--- config.mk ---
export PLATFORM = sky130hd
export DESIGN_NAME = pipelined_subtractor_flat
export DESIGN_NICKNAME = d
export VERILOG_FILES = /design/src/rtl/pipelined_subtractor_if.sv /design/src/rtl/pipelined_subtractor.sv /design/src/flat_wrapper.sv
export SDC_FILE = /design/constraint.sdc
export NUM_CORES = 1
export LEC_CHECK = 0
export ABC_AREA = 0
export BUFFER_PORTS_ARGS = -buffer_cell sky130_fd_sc_hd__buf_2
export CORE_MARGIN = 1
export CORE_UTILIZATION = 49
export DETAILED_ROUTE_END_ITERATION = 10
export PLACE_DENSITY = 0.82
export RECOVER_POWER = 25
export SLEW_MARGIN = 20
export SYNTH_ARGS = -nofsm -noshare
export SYNTH_HDL_FRONTEND = slang
export SYNTH_SLANG_ARGS = --single-unit
export TNS_END_PERCENT = 50
--- constraint.sdc ---
create_clock -name clk -period 1.9 [get_ports clk]
set_input_delay 0.285 -clock clk [delete_from_list [all_inputs] [get_ports clk]]
set_output_delay 0.285 -clock clk [all_outputs]
set_load 0.01 [all_outputs]
--- src/rtl/pipelined_subtractor_if.sv ---
// Operand/result handshake bundle for the pipelined subtractor.
// The block is the slave on both sides; the producer/consumer pair is the master.
interface pipelined_subtractor_if #(
   parameter int WIDTH = 13
);
   logic             in_valid;
   logic             in_ready;
   logic [WIDTH-1:0] a;
   logic [WIDTH-1:0] b;
   logic             out_valid;
   logic             out_ready;
   logic [WIDTH-1:0] diff;
   logic             borrow;

   modport master (
      output in_valid, a, b, out_ready,
      input  in_ready, out_valid, diff, borrow
   );

   modport slave (
      input  in_valid, a, b, out_ready,
      output in_ready, out_valid, diff, borrow
   );
endinterface

--- src/rtl/pipelined_subtractor.sv ---
// Three-stage 13-bit unsigned subtractor (a + ~b + 1), sliced 4/4/5 bits per stage,
// with a single global stall driven by the output handshake.
module pipelined_subtractor #(
   parameter int WIDTH = 13
) (
   input logic                  clk,
   input logic                  rst,
   pipelined_subtractor_if.slave bus
);
   localparam int HI    = WIDTH - 8;
   localparam int UPPER = WIDTH - 4;

   logic             w_adv;
   logic [4:0]       w_sum0;
   logic [4:0]       w_sum1;
   logic [HI:0]      w_sum2;

   logic             r_v1;
   logic             r_v2;
   logic             r_v3;

   logic [3:0]       r_diff1;
   logic             r_c1;
   logic [UPPER-1:0] r_aHi1;
   logic [UPPER-1:0] r_bnHi1;

   logic [7:0]       r_diff2;
   logic             r_c2;
   logic [HI-1:0]    r_aHi2;
   logic [HI-1:0]    r_bnHi2;

   logic [WIDTH-1:0] r_diff3;
   logic             r_borrow;

   // The whole pipe moves together; only a full, blocked last stage stalls it.
   assign w_adv        = ~r_v3 | bus.out_ready;
   assign bus.in_ready = w_adv;

   always_comb begin
      w_sum0 = {1'b0, bus.a[3:0]} + {1'b0, ~bus.b[3:0]} + 5'd1;
      w_sum1 = {1'b0, r_aHi1[3:0]} + {1'b0, r_bnHi1[3:0]} + {4'd0, r_c1};
      w_sum2 = {1'b0, r_aHi2} + {1'b0, r_bnHi2} + {{HI{1'b0}}, r_c2};
   end

   always_ff @(posedge clk) begin
      if (rst) begin
         r_v1 <= 1'b0;
         r_v2 <= 1'b0;
         r_v3 <= 1'b0;
      end else if (w_adv) begin
         r_v1 <= bus.in_valid;
         r_v2 <= r_v1;
         r_v3 <= r_v2;
      end
   end

   always_ff @(posedge clk) begin
      if (rst) begin
         r_diff1 <= '0;
         r_c1    <= 1'b0;
         r_aHi1  <= '0;
         r_bnHi1 <= '0;
      end else if (w_adv) begin
         r_diff1 <= w_sum0[3:0];
         r_c1    <= w_sum0[4];
         r_aHi1  <= bus.a[WIDTH-1:4];
         r_bnHi1 <= ~bus.b[WIDTH-1:4];
      end
   end

   always_ff @(posedge clk) begin
      if (rst) begin
         r_diff2 <= '0;
         r_c2    <= 1'b0;
         r_aHi2  <= '0;
         r_bnHi2 <= '0;
      end else if (w_adv) begin
         r_diff2 <= {w_sum1[3:0], r_diff1};
         r_c2    <= w_sum1[4];
         r_aHi2  <= r_aHi1[UPPER-1:4];
         r_bnHi2 <= r_bnHi1[UPPER-1:4];
      end
   end

   // A missing final carry means the subtrahend was larger.
   always_ff @(posedge clk) begin
      if (rst) begin
         r_diff3  <= '0;
         r_borrow <= 1'b0;
      end else if (w_adv) begin
         r_diff3  <= {w_sum2[HI-1:0], r_diff2};
         r_borrow <= ~w_sum2[HI];
      end
   end

   assign bus.out_valid = r_v3;
   assign bus.diff      = r_diff3;
   assign bus.borrow    = r_borrow;
endmodule

--- src/flat_wrapper.sv ---
// flat-port wrapper written by rule: the top's interface ports become plain ports
module pipelined_subtractor_flat 
#(
   parameter int WIDTH = 13
)
  (clk, rst, bus_in_valid, bus_a, bus_b, bus_out_ready, bus_in_ready, bus_out_valid, bus_diff, bus_borrow);
  pipelined_subtractor_if #(.WIDTH(WIDTH)) bus_i ();
  input logic clk;
  input logic rst;
  input wire logic [$bits(bus_i.in_valid)-1:0] bus_in_valid;
  input wire logic [$bits(bus_i.a)-1:0] bus_a;
  input wire logic [$bits(bus_i.b)-1:0] bus_b;
  input wire logic [$bits(bus_i.out_ready)-1:0] bus_out_ready;
  output wire logic [$bits(bus_i.in_ready)-1:0] bus_in_ready;
  output wire logic [$bits(bus_i.out_valid)-1:0] bus_out_valid;
  output wire logic [$bits(bus_i.diff)-1:0] bus_diff;
  output wire logic [$bits(bus_i.borrow)-1:0] bus_borrow;
  assign bus_i.in_valid = bus_in_valid;
  assign bus_i.a = bus_a;
  assign bus_i.b = bus_b;
  assign bus_i.out_ready = bus_out_ready;
  assign bus_in_ready = bus_i.in_ready;
  assign bus_out_valid = bus_i.out_valid;
  assign bus_diff = bus_i.diff;
  assign bus_borrow = bus_i.borrow;
  pipelined_subtractor #(.WIDTH(WIDTH)) u_core (.clk(clk), .rst(rst), .bus(bus_i));
endmodule
---- Yosys cells after proc, flatten, opt, wreduce, memory -nomap -nowiden ----
Index checks and enable logic that the tools add are counted.
operators by class
  bitwise gates (word level) .............. 5
  add/sub/neg operators ................... 6
operators with widths
  cell                                                            number
  4-bit by 4-bit adder with 5-bit output                          2
  9-bit inverter                                                  1
  5-bit by 5-bit adder with 6-bit output                          1
  6-bit by 1-bit adder with 6-bit output                          1
  5-bit by 1-bit adder with 5-bit output                          1
  5-bit by 1-bit adder with 5-bit output (second input constant)  1
  4-bit inverter                                                  1
  1-bit inverter                                                  2
  1-bit OR                                                        1
word-level totals
  input port bits ......................... 30
  logic and storage cells ................. 24
  register bits ........................... 59

---- Logic depth before layout (Yosys ltp) ----
Gate-level depths: netlist of run 1.
  word-level depth ........................ 3
  depth in mapped cells ................... 7
  depth with buffers taken out ............ 7

---- Worst setup path after synthesis of run 1 ----
Ideal clock, no wire load.
  path type ............................... reg2reg
  from .................................... reg u_core.r_bnHi2[0]
  to ...................................... reg u_core.r_diff3[12], in the netlist u_core.bus.diff[12]
  arrival ................................. 1.798 ns
  data required time ...................... 1.827 ns
  library setup time ...................... 0.073 ns
  stages on the path, launching flop included .. 6
  path slack .............................. 0.029 ns
  buffers on the path ..................... 0
  cell sequence ........................... dfxtp_1 > fa_1 > fa_1 > a21o_1 > a2111o_1 > o211ai_2
between the ends
  longest elaborated chain between the ends .. 2
ends and longest elaborated chain
  item                                    line                        RTL
  start: declaration                      pipelined_subtractor.sv:30  logic [HI-1:0] r_bnHi2;
  start signal: assignment                pipelined_subtractor.sv:81  r_bnHi2 <= r_bnHi1[UPPER-1:4];
  5-bit by 5-bit adder with 6-bit output  pipelined_subtractor.sv:42  w_sum2 = {1'b0, r_aHi2} + {1'b0, r_bnHi2} + {{HI{1'b0}}, r_c2};
  6-bit by 1-bit adder with 6-bit output  pipelined_subtractor.sv:42
  end signal: assignment                  pipelined_subtractor.sv:91  r_diff3 <= {w_sum2[HI-1:0], r_diff2};
  end: declaration                        pipelined_subtractor.sv:32  logic [WIDTH-1:0] r_diff3;
No other way between the ends.
A chain may end at the register's enable or synchronous reset.

---- Final worst setup path of run 1 ----
Same ends and word-level chain as after synthesis.

==> impl_results.md, run 1 <==
- Outcome: complete, no violations
- WHS Path Cells: 2
- Largest net degree at the start of global routing: 70
- Part of the cycle the worst path needs: 0.9604
- Pleak: 1.268 nW
- Initial antenna violation count: 0
- Die area: 5531 um^2
- Clock root cell: clkbuf_8
- Worst skew pair latency: 330 ps
- Core Footprint: 4880 um^2
- Slew HR: 0.6780
- Fin crit period: between 1500 and 2000 ps
- Port bufs: 45
- DR vias: 2037
- Fraction of final layout cells sized beyond drive strength 1: 0.1593
- CTS max path bufs: 2
- Vias in the first global route: around 1900
- Final Hold Viols: 0
- Drt via density: approximately 5.0
- Remaining Overflow, GRT: 0
- Final #Nets: 380
- Detailed Route Iter0 Violations: 52
- Total GRT Usage: 0.1849
- Post-CTS Setup Repair Bufs: 0
- Post-Place Worst Slack: -19.80 ps
- Die extent in x: 74.37 um
- CTS H-tree depth: 3
- Max-capacitance violation count: 0
- Average wire per standard cell: 11.40 um
- Synth Warn #: 0
- Die Ht: 74.37 um
- GP Congestion: between 0.8 and 0.9
- Post-detailed-routing wire length: 4628 um
- Cell Area, Synth: 2566 um^2
- Worst endpoint data arrival time: ~2100 ps
- Worst-path clk slew: 70 ps
- Num CTS Buffers: 9
- Pre-antenna DRT Iters: 5
- Clk_skew: 7.300 ps
- Tot Pwr: 0.002822 W
- Avg Inst Size Synth: about 8.8 um^2
- Worst setup slack after layout: 75.19 ps
- Post-synth net total: 338
- PD cells: 953.0 nW/um^2
- Row count: 25
- Register area share after synthesis: 0.4603
- Drc violations: 0
- Worst-margin pin slew: 483.0 ps
- Setup repair after global routing missed its margin: false
- Fmax: about 550 MHz
- Count of final max-slew check failures: 0
- I/O Pins: 46
- Worst Setup End Kind: flip-flop
- CTS tree: done
- Worst vdd ir: 0.5136 mV
- Sink Count: a little under 60
- Count of final setup violators: 0
- Type of origin of the critical path: flip-flop
- Area Growth Syn to Fin: 15.41%
- Worst Path Required: 2160 ps
- Synth Register Bits: 59
- First-pass GRT wire length: 7734 um
- Worst setup path class: flip-flop to flip-flop
- Diodes inserted: 0
- Yosys cell types: 29
- R2R depth: 5
- Hold crit path type: primary input to flip-flop
- Starting Density: 0.5259
- CP Max Fanout: 2
- Dpl hpwl: 3090 um
- Synth Instances: 292
- Post-route ant nets: 0
==> placed cells by master (no fill, tap or decap) <==
cell type / instances
or3_1: 2
ha_1: 11
a2111o_1: 5
a21oi_1: 43
or2b_1: 1
dfxtp_1: 59
inv_8: 1
clkbuf_1: 18
a211oi_1: 15
fa_1: 3
nor2b_4: 1
buf_4: 5
nor2_1: 18
o21ai_0: 1
nand4_1: 1
o211ai_2: 1
nor2b_1: 2
nand3_1: 2
nand2b_1: 1
clkbuf_2: 1
nand2_1: 78
nor3_1: 1
o21ai_1: 1
o211ai_1: 2
xnor2_1: 3
buf_2: 30
clkbuf_8: 12
bufinv_16: 1
inv_1: 8
a21o_1: 3
fa_2: 2
nand3b_1: 7
==> cells by family after synthesis <==
family / share of synthesized area
AOI/OAI and AO/OA: 0.1731
xor gates and xnor gates: 0.01024
adders and majority gates: 0.09264
buffers and inverters: 0.07411
DFF: 0.4603
and+or+nand+nor: 0.1897
==> final cells by class <==
type,count,area [um^2]
timing repair buffer,51,249.0
fill,459,1918
tap,67,83.83
multi-input combinational,204,1200
inverter,9,41.29
sequential,59,1181
clock inverter,1,30.03
clock buffer,15,176.4
==> synth_stat cells <==
cell type  number  share of area
buf_2           8          0.016
o21ai_0         1         0.0019
nand3b_1        7          0.020
nand3_1         2         0.0039
buf_8           1         0.0058
a211oi_1       15          0.044
clkbuf_1        4         0.0058
nor3_1          1         0.0019
fa_1            5          0.039
or3_1           2         0.0049
inv_1           8          0.012
buf_6           7          0.031
o211ai_1        2         0.0058
ha_1           11          0.054
dfxtp_1        59           0.46
nand2b_1        1         0.0024
nand2_1        78           0.11
o211ai_2        1         0.0049
or2b_1          1         0.0029
a2111o_1        5          0.022
a21o_1          3         0.0088
xnor2_1         3          0.010
o21ai_1         1         0.0019
a21oi_1        43          0.084
nand4_1         1         0.0024
nor2b_4         1         0.0054
nor2_1         18          0.026
nor2b_1         2         0.0049
inv_8           1         0.0044
==> worst max-delay path: stages (launching register included) <==
cell and delay [ps]:
dfxtp_1 330, fa_2 410, fa_2 350, a21o_1 180, a2111o_1 410, o211ai_2 70
==> layer usage <==
metal  vias to the layer above  wire length, um  global-route usage
li1                       1064                -                   -
met1                       930             2197              0.2203
met2                        34             2163              0.3003
met3                         9              175             0.04743
met4                         0               92              0.1111
met5                         -                0                   0
==> worst paths after layout <==
path	end	slack (ps)	from
worst max-delay path	u_core.bus.diff[12]$_SDFFE_PP0P_	80	u_core.r_bnHi2[0]$_SDFFE_PP0P_
worst min-delay path	u_core.r_bnHi1[1]$_SDFFE_PP0P_	120	bus_b[5]
worst max register to register	u_core.bus.diff[12]$_SDFFE_PP0P_	80	u_core.r_bnHi2[0]$_SDFFE_PP0P_
worst min register to register	u_core.bus.diff[4]$_SDFFE_PP0P_	450	u_core.bus.diff[4]$_SDFFE_PP0P_
==> sequential cells by signal, indices dropped and copies added (netlist names), 4 cells and up <==
signal,flops
u_core.r_bnHi1,9
u_core.r_bnHi2,5
u_core.r_aHi1,9
u_core.r_diff1,4
u_core.r_diff2,8
u_core.bus.diff,13
u_core.r_aHi2,5
==> stage by stage <==
stage | hold WS, ps | utilization | std cells | setup TNS (ps) | cell area (um^2)
final | 120.7 | 0.6069 | 406 | 0 | 2962
after detailed placement | 439.6 | 0.5679 | 390 | -19.80 | 2771
after CTS | 104.9 | 0.6108 | 406 | 0 | 2980
after global routing | 125.7 | 0.6069 | 406 | 0 | 2962
after global placement | 437.6 | 0.5679 | 390 | 0 | 2771
after floorplan | 380.6 | - | 292 | 0 | 2566
==> power by group <==
part,total [W],switching [W],internal [W]
clock network,0.00118,0.000461,0.000716
registers,0.00137,0.0000477,0.00132
logic,0.000275,0.000147,0.000128
==> repair_timing <==
| item | 4_1_cts | 5_1_grt |
|---|---|---|
| hold buffers | 0 | 0 |
| pin swaps | 0 | 0 |
| gates resized for setup | 1 | 1 |
| endpoints found under the setup margin | 1 | 1 |
Note: power is estimated with default switching activity, not from simulation.
==> inputs of run 2 (changes only) <==
--- a/config.mk
+++ b/config.mk
@@ -10,6 +10,7 @@
 export CORE_MARGIN = 1
 export CORE_UTILIZATION = 49
 export DETAILED_ROUTE_END_ITERATION = 10
+export MAX_ROUTING_LAYER = met4
 export PLACE_DENSITY = 0.82
 export RECOVER_POWER = 25
 export SLEW_MARGIN = 20
==> impl_results.md, run 2 (synthesis results as in run 1) <==
- Seq. cell area: 1181 um^2
- Total GRT Usage: 0.1908
- Worst setup path class: flip-flop to flip-flop
- Average wire per standard cell: 11.47 um
- Initial antenna violation count: 0
- Setup repair after global routing missed its margin: false
- Worst setup slack after layout: 78.25 ps
- Largest net degree at the start of global routing: 70
- CP top delay family: adder cells
- CP most frequent cell: fa_2
- Worst r2r src: u_core.r_bnHi2[0]$_SDFFE_PP0P_
- GP Congestion: 0.8247
- Diodes inserted: 0
- CTS max path bufs: 2
- Final Hold Viols: 0
- Largest register FFs: 13
- Outcome: complete, no violations
- Vias in the first global route: 1885
- Tot Pwr: 0.002832 W
- DR top layer: met4
- Drt via density: 5.076
- Crit path depth: 5
- Buf+Inv Stages, Crit Path: 0
- R2R setup slack: 80 ps
- Detailed Route Iter0 Violations: 57
- Final #Nets: 380
- Worst Path Required: 2160 ps
- Drc violations: 0
- Die area: 5531 um^2
- Pleak: between 1 and 1.5 nW
- Multi-input gate area: 1200 um^2
- Most common cell after layout, fill and taps aside: nand2_1
- Pre-antenna DRT Iters: 4
- Die extent in x: 74.37 um
- Hold Startpoint: bus_b[5]
- Count of final setup violators: 0
- I/O Pins: 46
- Clock root cell: clkbuf_8
- Area Growth Syn to Fin: 15.41%
- Remaining Overflow, GRT: 0
- Worst path cell trace: fa_2 -> fa_2 -> a21o_1 -> a2111o_1 -> o211ai_2
- Fraction of final layout cells sized beyond drive strength 1: 0.1593
- Hold crit path type: primary input to flip-flop
- Worst endpoint data arrival time: 2090 ps
- PD cells: 956.2 nW/um^2
- Part of the cycle the worst path needs: 0.9588
- Count of final max-slew check failures: 0
- Type of origin of the critical path: flip-flop
- Hold bufs inserted after CTS: 0
- Post-route ant nets: 0
- Highest-count cells in the layout ignoring fill and taps: nand2_1 (78), dfxtp_1 (59), a21oi_1 (43)
- Port bufs: 45
- Worst-path clk slew: 70 ps
- Post-detailed-routing wire length: roughly 4700 um
- Fillers: 459
- Worst vdd ir: 0.5130 mV
- WL met3: 199 um
- R2R depth: 5
- Slew HR: 0.6819
- Worst-margin pin slew: 477.1 ps
- Met2 wire len: 2173 um
- Dpl hpwl: 3090 um
- Sink Count: slightly below 60
- Core Footprint: 4880 um^2
- DR vias: slightly above 2000
- Reg2reg end: u_core.bus.diff[12]$_SDFFE_PP0P_
- Critical path destination: u_core.bus.diff[12]$_SDFFE_PP0P_
- Row count: 25
- CP Launch Point: u_core.r_bnHi2[0]$_SDFFE_PP0P_
- Max-capacitance violation count: 0
- Die Ht: approximately 74 um
- CP max stage cell: fa_2
- Clk_skew: 8.120 ps
- Largest stage delay, worst path: 410 ps
- Post-Place Worst Slack: -19.80 ps
- Met1 WL: 2171 um
- CTS tree: done
- Fin crit period: 1822 ps
- Worst skew pair latency: 340 ps
- Worst Setup End Kind: flip-flop
- Num CTS Buffers: 9
- CP Max Fanout: 2
- First-pass GRT wire length: 7734 um
- Starting Density: 0.5259
- CTS H-tree depth: 3
- Fmax: about 550 MHz
## run 2: stage by stage
step	setup TNS (ps)	std cells	hold slack (ps)	util	instance area, um^2
final	0	406	114.6	0.6069	2962
after global routing	0	406	125.6	0.6069	2962
after CTS	0	406	104.9	0.6108	2980
after detailed placement	-19.80	390	439.6	0.5679	2771
after global placement	0	390	437.6	0.5679	2771
after floorplan	0	292	380.6	-	2566
## run 2: how the worst min path moves through the flow
| stage | endpoint | slack (ps) | cells after the start |
|---|---|---|---|
| after floorplan | u_core.r_bnHi1[3]$_SDFFE_PP0P_ | 380 | 1 |
| after global placement | u_core.bus.diff[2]$_SDFFE_PP0P_ | 440 | 2 |
| after detailed placement | u_core.bus.diff[4]$_SDFFE_PP0P_ | 440 | 2 |
| after CTS | u_core.r_bnHi1[1]$_SDFFE_PP0P_ | 100 | 2 |
| after global routing | u_core.r_bnHi1[8]$_SDFFE_PP0P_ | 130 | 2 |
| final | u_core.r_bnHi1[1]$_SDFFE_PP0P_ | 110 | 2 |
## run 2: cell type report
class	instances	share of cell area
multi-input cells	204	0.4052
well taps	67	0.02831
repair buffers	51	0.08407
inverters	9	0.01394
flip-flops and latches	59	0.3988
clock inverters	1	0.01014
clock buffers	15	0.05957
## run 2: what timing repair did
action	in CTS	in global routing
gates resized for setup	1	1
setup endpoints to repair	1	1
buffers inserted	0	0
cloned	0	0
## run 2: routing by layer
metal | up-vias | track usage
li1 | 1065 | -
met2 | 40 | 0.3003
met5 | - | -
met1 | 943 | 0.2203
met3 | 13 | 0.04743
met4 | 0 | 0.1111
## run 2: worst reg2reg max path, cell delays in order (launching register included)
cell and delay [ps]:
dfxtp_1 330, fa_2 410, fa_2 350, a21o_1 180, a2111o_1 410, o211ai_2 80
## run 2: power by group
part           total, W  internal (W)  switching [W]
combinational  0.000275      0.000128       0.000147
clock           0.00119      0.000716       0.000470
sequential      0.00137       0.00132      0.0000479
